==> config.mk <==
export PLATFORM = sky130hd
export DESIGN_NAME = seq_detector_prog
export DESIGN_NICKNAME = d
export VERILOG_FILES = /design/src/rtl/seq_det_pkg.sv /design/src/rtl/seq_detector_prog_sat_counter.sv /design/src/rtl/seq_detector_prog.sv
export SDC_FILE = /design/constraint.sdc
export NUM_CORES = 1
export LEC_CHECK = 0
export ABC_AREA = 1
export BUFFER_PORTS_ARGS = -buffer_cell sky130_fd_sc_hd__buf_2
export CAP_MARGIN = 20
export CORE_MARGIN = 4
export CORE_UTILIZATION = 61
export CTS_CLUSTER_SIZE = 30
export DETAILED_ROUTE_END_ITERATION = 8
export PLACE_DENSITY_LB_ADDON = 0.08
export SKIP_CTS_REPAIR_TIMING = 1
export SYNTH_ARGS = -nofsm -noshare
export SYNTH_HDL_FRONTEND = slang
export SYNTH_SLANG_ARGS = --single-unit
==> constraint.sdc <==
create_clock -name clk -period 4.6 [get_ports clk]
set_clock_uncertainty 0.05 [all_clocks]
set_input_delay 0.46 -clock clk [delete_from_list [all_inputs] [get_ports clk]]
set_output_delay 0.46 -clock clk [all_outputs]
set_load 0.05 [all_outputs]
==> src/rtl/seq_det_pkg.sv <==
// Shared defaults and helpers for the programmable serial pattern detector.
// The mask helper covers patterns up to MASK_W bits; callers truncate to their width.
package seq_det_pkg;

    localparam int          DEF_PAT_W = 16;
    localparam int          DEF_CNT_W = 8;
    localparam logic [15:0] DEF_PAT   = 16'h000D;
    localparam int          DEF_LEN   = 4;
    localparam logic        DEF_OVL   = 1'b1;
    localparam int          MASK_W    = 64;

    function automatic logic [MASK_W-1:0] len_to_mask(input int unsigned len);
        logic [MASK_W-1:0] m;
        m = '0;
        for (int unsigned i = 0; i < MASK_W; i++) begin
            m[i] = (i < len) ? 1'b1 : 1'b0;
        end
        return m;
    endfunction

endpackage

==> src/rtl/seq_detector_prog_sat_counter.sv <==
// Saturating up-counter; a clear in the same cycle as an increment yields 1.
module sat_counter #(
    parameter int CNT_W = 8
) (
    input  logic             clk,
    input  logic             rst,
    input  logic             inc,
    input  logic             clr,
    output logic [CNT_W-1:0] cnt
);

    localparam logic [CNT_W-1:0] CNT_MAX = '1;

    logic [CNT_W-1:0] cnt_q;
    logic [CNT_W-1:0] cnt_d;
    logic [CNT_W-1:0] base_s;

    // Next count: clear first, then a saturating increment.
    always_comb begin
        base_s = cnt_q;
        cnt_d  = cnt_q;
        if (clr) begin
            base_s = '0;
        end else begin
            base_s = cnt_q;
        end
        if (inc && (base_s != CNT_MAX)) begin
            cnt_d = base_s + {{(CNT_W-1){1'b0}}, 1'b1};
        end else begin
            cnt_d = base_s;
        end
    end

    // Count register.
    always_ff @(posedge clk) begin
        if (rst) begin
            cnt_q <= '0;
        end else begin
            cnt_q <= cnt_d;
        end
    end

    assign cnt = cnt_q;

endmodule

==> src/rtl/seq_detector_prog.sv <==
// Runtime-programmable serial bit-pattern detector with overlap control and a
// saturating match counter. Pattern is right-aligned, last received bit in bit 0.
module seq_detector_prog #(
    parameter int               PAT_W   = seq_det_pkg::DEF_PAT_W,
    parameter int               CNT_W   = seq_det_pkg::DEF_CNT_W,
    parameter logic [PAT_W-1:0] DEF_PAT = PAT_W'(seq_det_pkg::DEF_PAT),
    parameter int               DEF_LEN = seq_det_pkg::DEF_LEN,
    parameter logic             DEF_OVL = seq_det_pkg::DEF_OVL,
    localparam int              LEN_W   = $clog2(PAT_W + 1)
) (
    input  logic             clk,
    input  logic             rst,
    input  logic             in_valid,
    input  logic             in_bit,
    input  logic             cfg_load,
    input  logic [PAT_W-1:0] cfg_pattern,
    input  logic [LEN_W-1:0] cfg_len,
    input  logic             cfg_overlap,
    input  logic             count_clr,
    output logic             detect,
    output logic [CNT_W-1:0] match_count,
    output logic             cfg_err
);

    import seq_det_pkg::*;

    localparam logic [LEN_W-1:0] LEN_MAX = LEN_W'(PAT_W);
    localparam logic [LEN_W-1:0] LEN_ONE = LEN_W'(1);

    logic [PAT_W-1:0] pat_q,  pat_d;
    logic [LEN_W-1:0] len_q,  len_d;
    logic             ovl_q,  ovl_d;
    logic [PAT_W-1:0] hist_q, hist_d;
    logic [LEN_W-1:0] fill_q, fill_d;
    logic             detect_q, detect_d;
    logic             cfg_err_q, cfg_err_d;

    logic [PAT_W-1:0] hist_shift_s;
    logic [LEN_W-1:0] fill_inc_s;
    logic [PAT_W-1:0] mask_s;
    logic             cfg_ok_s;
    logic             match_s;

    // Candidate history/fill for a sampled bit and the masked pattern compare.
    always_comb begin
        hist_shift_s = {hist_q[PAT_W-2:0], in_bit};
        if (fill_q == LEN_MAX) begin
            fill_inc_s = fill_q;
        end else begin
            fill_inc_s = fill_q + LEN_ONE;
        end
        mask_s   = PAT_W'(len_to_mask(32'(len_q)));
        cfg_ok_s = (cfg_len != '0) && (cfg_len <= LEN_MAX);
        match_s  = in_valid && !cfg_load && (fill_inc_s >= len_q) &&
                   ((hist_shift_s & mask_s) == (pat_q & mask_s));
    end

    // Config, history and output-pulse next state; a config load always flushes history.
    always_comb begin
        pat_d     = pat_q;
        len_d     = len_q;
        ovl_d     = ovl_q;
        hist_d    = hist_q;
        fill_d    = fill_q;
        cfg_err_d = 1'b0;
        detect_d  = match_s;
        if (cfg_load) begin
            hist_d = '0;
            fill_d = '0;
            if (cfg_ok_s) begin
                pat_d = cfg_pattern;
                len_d = cfg_len;
                ovl_d = cfg_overlap;
            end else begin
                cfg_err_d = 1'b1;
            end
        end else if (in_valid) begin
            hist_d = hist_shift_s;
            if (match_s && !ovl_q) begin
                fill_d = '0;
            end else begin
                fill_d = fill_inc_s;
            end
        end else begin
            hist_d = hist_q;
            fill_d = fill_q;
        end
    end

    // State registers.
    always_ff @(posedge clk) begin
        if (rst) begin
            pat_q     <= DEF_PAT;
            len_q     <= LEN_W'(DEF_LEN);
            ovl_q     <= DEF_OVL;
            hist_q    <= '0;
            fill_q    <= '0;
            detect_q  <= 1'b0;
            cfg_err_q <= 1'b0;
        end else begin
            pat_q     <= pat_d;
            len_q     <= len_d;
            ovl_q     <= ovl_d;
            hist_q    <= hist_d;
            fill_q    <= fill_d;
            detect_q  <= detect_d;
            cfg_err_q <= cfg_err_d;
        end
    end

    sat_counter #(
        .CNT_W (CNT_W)
    ) u_cnt (
        .clk (clk),
        .rst (rst),
        .inc (match_s),
        .clr (count_clr),
        .cnt (match_count)
    );

    assign detect  = detect_q;
    assign cfg_err = cfg_err_q;

endmodule

==> flow_metrics.env <==
export IMPL_fmax_ghz=0.3984
export IMPL_drtIter0Drc=135
export IMPL_start_kind="flip-flop"
export IMPL_synth_top_area_share_pct=38.61
export IMPL_synth_nets=416
export IMPL_cp_endpoint="u_cnt.cnt[0]$_SDFF_PP0_"
export IMPL_clkTransAtPathRegs_ps=100
export IMPL_pwr_share_seq_pct=52.6
export IMPL_critical_path_slowest_cell="dfxtp_1"
export IMPL_area_growth_pct=12.02
export IMPL_drtAntennaViolNets=0
export IMPL_power_density_nw_per_um2=305.0
export IMPL_drv_cap=0
export IMPL_p_leak_nw=1.422
export IMPL_finalHoldViolCount=0
export IMPL_period_share_pct=54.57
export IMPL_setup_tns_ps=0
export IMPL_antenna_found_initial=0
export IMPL_drive_gt1_share_pct=15.66
export IMPL_ctsRootBufferMaster="clkbuf_8"
export IMPL_synth_seq_area_share_pct=38.61
export IMPL_total_power_mw=0.9212
export IMPL_syn_cell_area_um2=2696
export IMPL_holdPathStages=3
export IMPL_rows=23
export IMPL_final_max_slew_viol_count=0
export IMPL_clockPowerShare_pct=34.3
export IMPL_cts_tree="done"
export IMPL_cpPeakStageDelay_ps=370
export IMPL_r2r_start="fill_q[0]$_SDFFE_PP0P_"
export IMPL_avgSynthCellArea_um2=7.096
export IMPL_r2r_cells=16
export IMPL_syn_inst=380
export IMPL_drc=0
export IMPL_place_gp_congestion=0.8739
export IMPL_ys_types=25
export IMPL_p_switching_mw=0.2497
export IMPL_synth_area_leaders="dfxtp_1 (39%), nand2_1 (11%), a21oi_1 (7.4%), inv_1 (6.3%), o21ai_0 (6.1%)"
export IMPL_rsz0062_at_grt="no"
export IMPL_critPathLaunch="fill_q[0]$_SDFFE_PP0P_"
export IMPL_cp_common_cell="nand2_1"
export IMPL_hp_class="in -> reg"
export IMPL_synth_seq_cells=52
export IMPL_die_y_um=74.49
export IMPL_r2r_slack_ps=2090
export IMPL_grt_overflow_total=0
export IMPL_wirelength_um=5984
export IMPL_cts_max_path_buffers=2
export IMPL_worstPathArrival_ps=2710
export IMPL_numCtsBuffers=5
export IMPL_htree_levels=2
export IMPL_post_route_min_period_ps=2510
export IMPL_critical_path_class="reg -> reg"
export IMPL_vias_per_cell=5.323
export IMPL_endpoint_kind="flip-flop"
export IMPL_design_portCount=38
export IMPL_clock_latency_ps=310
export IMPL_port_buffers=37
export IMPL_clock_sinks=52
export IMPL_path_cells="inv_1 -> ha_1 -> nand2_1 -> nor3_1 -> xor2_1 -> ha_1 -> nor2_1 -> o21ai_0 -> nand2_1 -> nand2_1 -> nand3_2 -> nor2_8 -> nand3_4 -> nand2_1 -> nand2_1 -> nor2_1"
export IMPL_reg2reg_to="u_cnt.cnt[0]$_SDFF_PP0_"
export IMPL_worstPathRequired_ps=4800
export IMPL_yosysWarningCount=0
export IMPL_track_usage_pct=22.82
export IMPL_synth_top_area_cell="dfxtp_1"
export IMPL_fin_nets=450
export IMPL_drtPass1Iterations=4
export IMPL_antenna_cells=0
export IMPL_status="finished clean"
export IMPL_vias=2475
export IMPL_slew_headroom_pct=50.24
export IMPL_routedWlPerCell_um=12.87
export IMPL_grt_pass1_wl_um=9860
export IMPL_comb_power_share_pct=13.1
export IMPL_p_int_mw=0.6715
export IMPL_setup_viol=0
export IMPL_n_fill_cell=335
export IMPL_irDropWorstVdd_mv=0.2425
export IMPL_swShare_pct=27.11
export IMPL_max_slew_worst_pin_slew_ps=745.6
export IMPL_initial_core_util_pct=65.07
export IMPL_grt_start_max_net_pins=28
export IMPL_crit_fanout=10
export IMPL_die_width_um=74.49
export IMPL_die_area_um2=5548
export IMPL_core_um2=4144
export IMPL_first_global_vias=2238
export IMPL_dp_hpwl_um=4348
metal layers:
layer  share of wire [%]  wire length, µm  GRT usage [%]  up-vias
met2                  45             2690          36.78       56
met5                   0                0              0        -
met3                 5.9              353          5.000        8
met1                  48             2866          30.71     1120
li1                    -                -              -     1291
met4                 1.2               74          6.719        0
power by group through the flow:
stage	Sequential [mW]	Combinational, mW	Clock, mW
global placement	0.494	0.117	0
global route	0.487	0.136	0.339
detailed placement	0.495	0.119	0
finish	0.485	0.120	0.316
CTS	0.484	0.120	0.320
floorplan	0.492	0.0855	0
layout make-up:
type / instances / area (µm²) / area share, %
Tap cell: 50 / 62.56 / 2.071
Clock buffer: 5 / 68.82 / 2.278
Sequential cell: 52 / 1041 / 34.47
Timing Repair Buffer: 38 / 192.7 / 6.379
Clock inverter: 3 / 42.54 / 1.408
Inverter: 48 / 180.2 / 5.965
Multi-Input combinational cell: 269 / 1433 / 47.43
logic make-up after synthesis:
| kind of cell | share of synthesized area [%] |
|---|---|
| adders and majority gates | 3.712 |
| and+or+nand+nor | 28.77 |
| buffers and inverters | 8.260 |
| xor gates and xnor gates | 6.172 |
| AOI/OAI and AO/OA | 14.48 |
| DFF | 38.61 |
cells in the mapped netlist:
master,n
a211oi_1,1
nor2_4,2
xor2_1,18
clkbuf_1,10
nand3_2,3
nand2_1,77
nand3_4,1
inv_1,45
buf_2,1
dfxtp_1,52
inv_2,3
nor3_2,1
a21oi_1,40
nor2_8,2
o21ai_2,1
o21ai_0,33
nor2_1,42
nor3_1,4
nand3_1,19
nor2_2,2
xnor2_1,1
o2111ai_1,1
nand4_1,9
ha_1,8
nand2_2,4
critical path, delay by kind of cell, from the launching register on:
kind	cells	cell delay (ps)
AND/OR/NAND/NOR	11	1230
adder cells (fa/ha/maj)	2	440
XOR/XNOR	1	160
AO/OA/AOI/OAI	1	150
buffers and inverters	1	70
flip-flops	1	370
through the flow:
step	utilization [%]	cell area, µm²	std cells	hold WS [ps]	setup slack (ps)
after floorplan	-	2696	380	393.7	2372
after global placement	70.20	2909	457	411.0	2240
after detailed placement	70.20	2909	457	417.4	2098
after CTS	72.89	3020	465	310.4	2075
after global routing	72.89	3020	465	309.0	1756
final	72.89	3020	465	313.2	2090
cell usage in the layout, fill, tap and decap left out:
master / netlist / layout
nand3_1: 19 / 19
nand2_1: 77 / 77
o21ai_2: 1 / 1
nand3_4: 1 / 1
ha_1: 8 / 8
nand4_1: 9 / 9
o2111ai_1: 1 / 1
xor2_1: 18 / 18
nor2_8: 2 / 2
nor3_1: 4 / 4
nor2_2: 2 / 2
xnor2_1: 1 / 1
a21oi_1: 40 / 40
buf_2: 1 / 37
nand3_2: 3 / 3
clkbuf_8: 0 / 5
buf_4: 0 / 1
nor2_4: 2 / 2
o21ai_0: 33 / 33
nor3_2: 1 / 1
bufinv_16: 0 / 1
nor2_1: 42 / 42
clkinvlp_4: 0 / 1
inv_2: 3 / 3
nand2_2: 4 / 4
a211oi_1: 1 / 1
clkinv_2: 0 / 1
dfxtp_1: 52 / 52
inv_1: 45 / 45
flip-flops by register name, indices dropped and copies added, names as in the netlist:
signal	count
hist_q	15
detect	1
ovl_q	1
len_q	5
pat_q	16
cfg_err	1
fill_q	5
u_cnt.cnt	8
how the worst min path moves through the flow:
| stage | startpoint | end | slack [ps] |
|---|---|---|---|
| 6_report | cfg_pattern[2] | pat_q[2]$_SDFFE_PP1P_ | 310 |
| 5_1_grt | cfg_pattern[0] | pat_q[0]$_SDFFE_PP1P_ | 310 |
| 4_1_cts | cfg_pattern[2] | pat_q[2]$_SDFFE_PP1P_ | 310 |
| 3_5_place_dp | pat_q[7]$_SDFFE_PP0P_ | pat_q[7]$_SDFFE_PP0P_ | 420 |
| 3_3_place_gp | pat_q[13]$_SDFFE_PP0P_ | pat_q[13]$_SDFFE_PP0P_ | 410 |
| 2_1_floorplan | pat_q[13]$_SDFFE_PP0P_ | pat_q[13]$_SDFFE_PP0P_ | 390 |
Power figures use the tool's default switching activity.
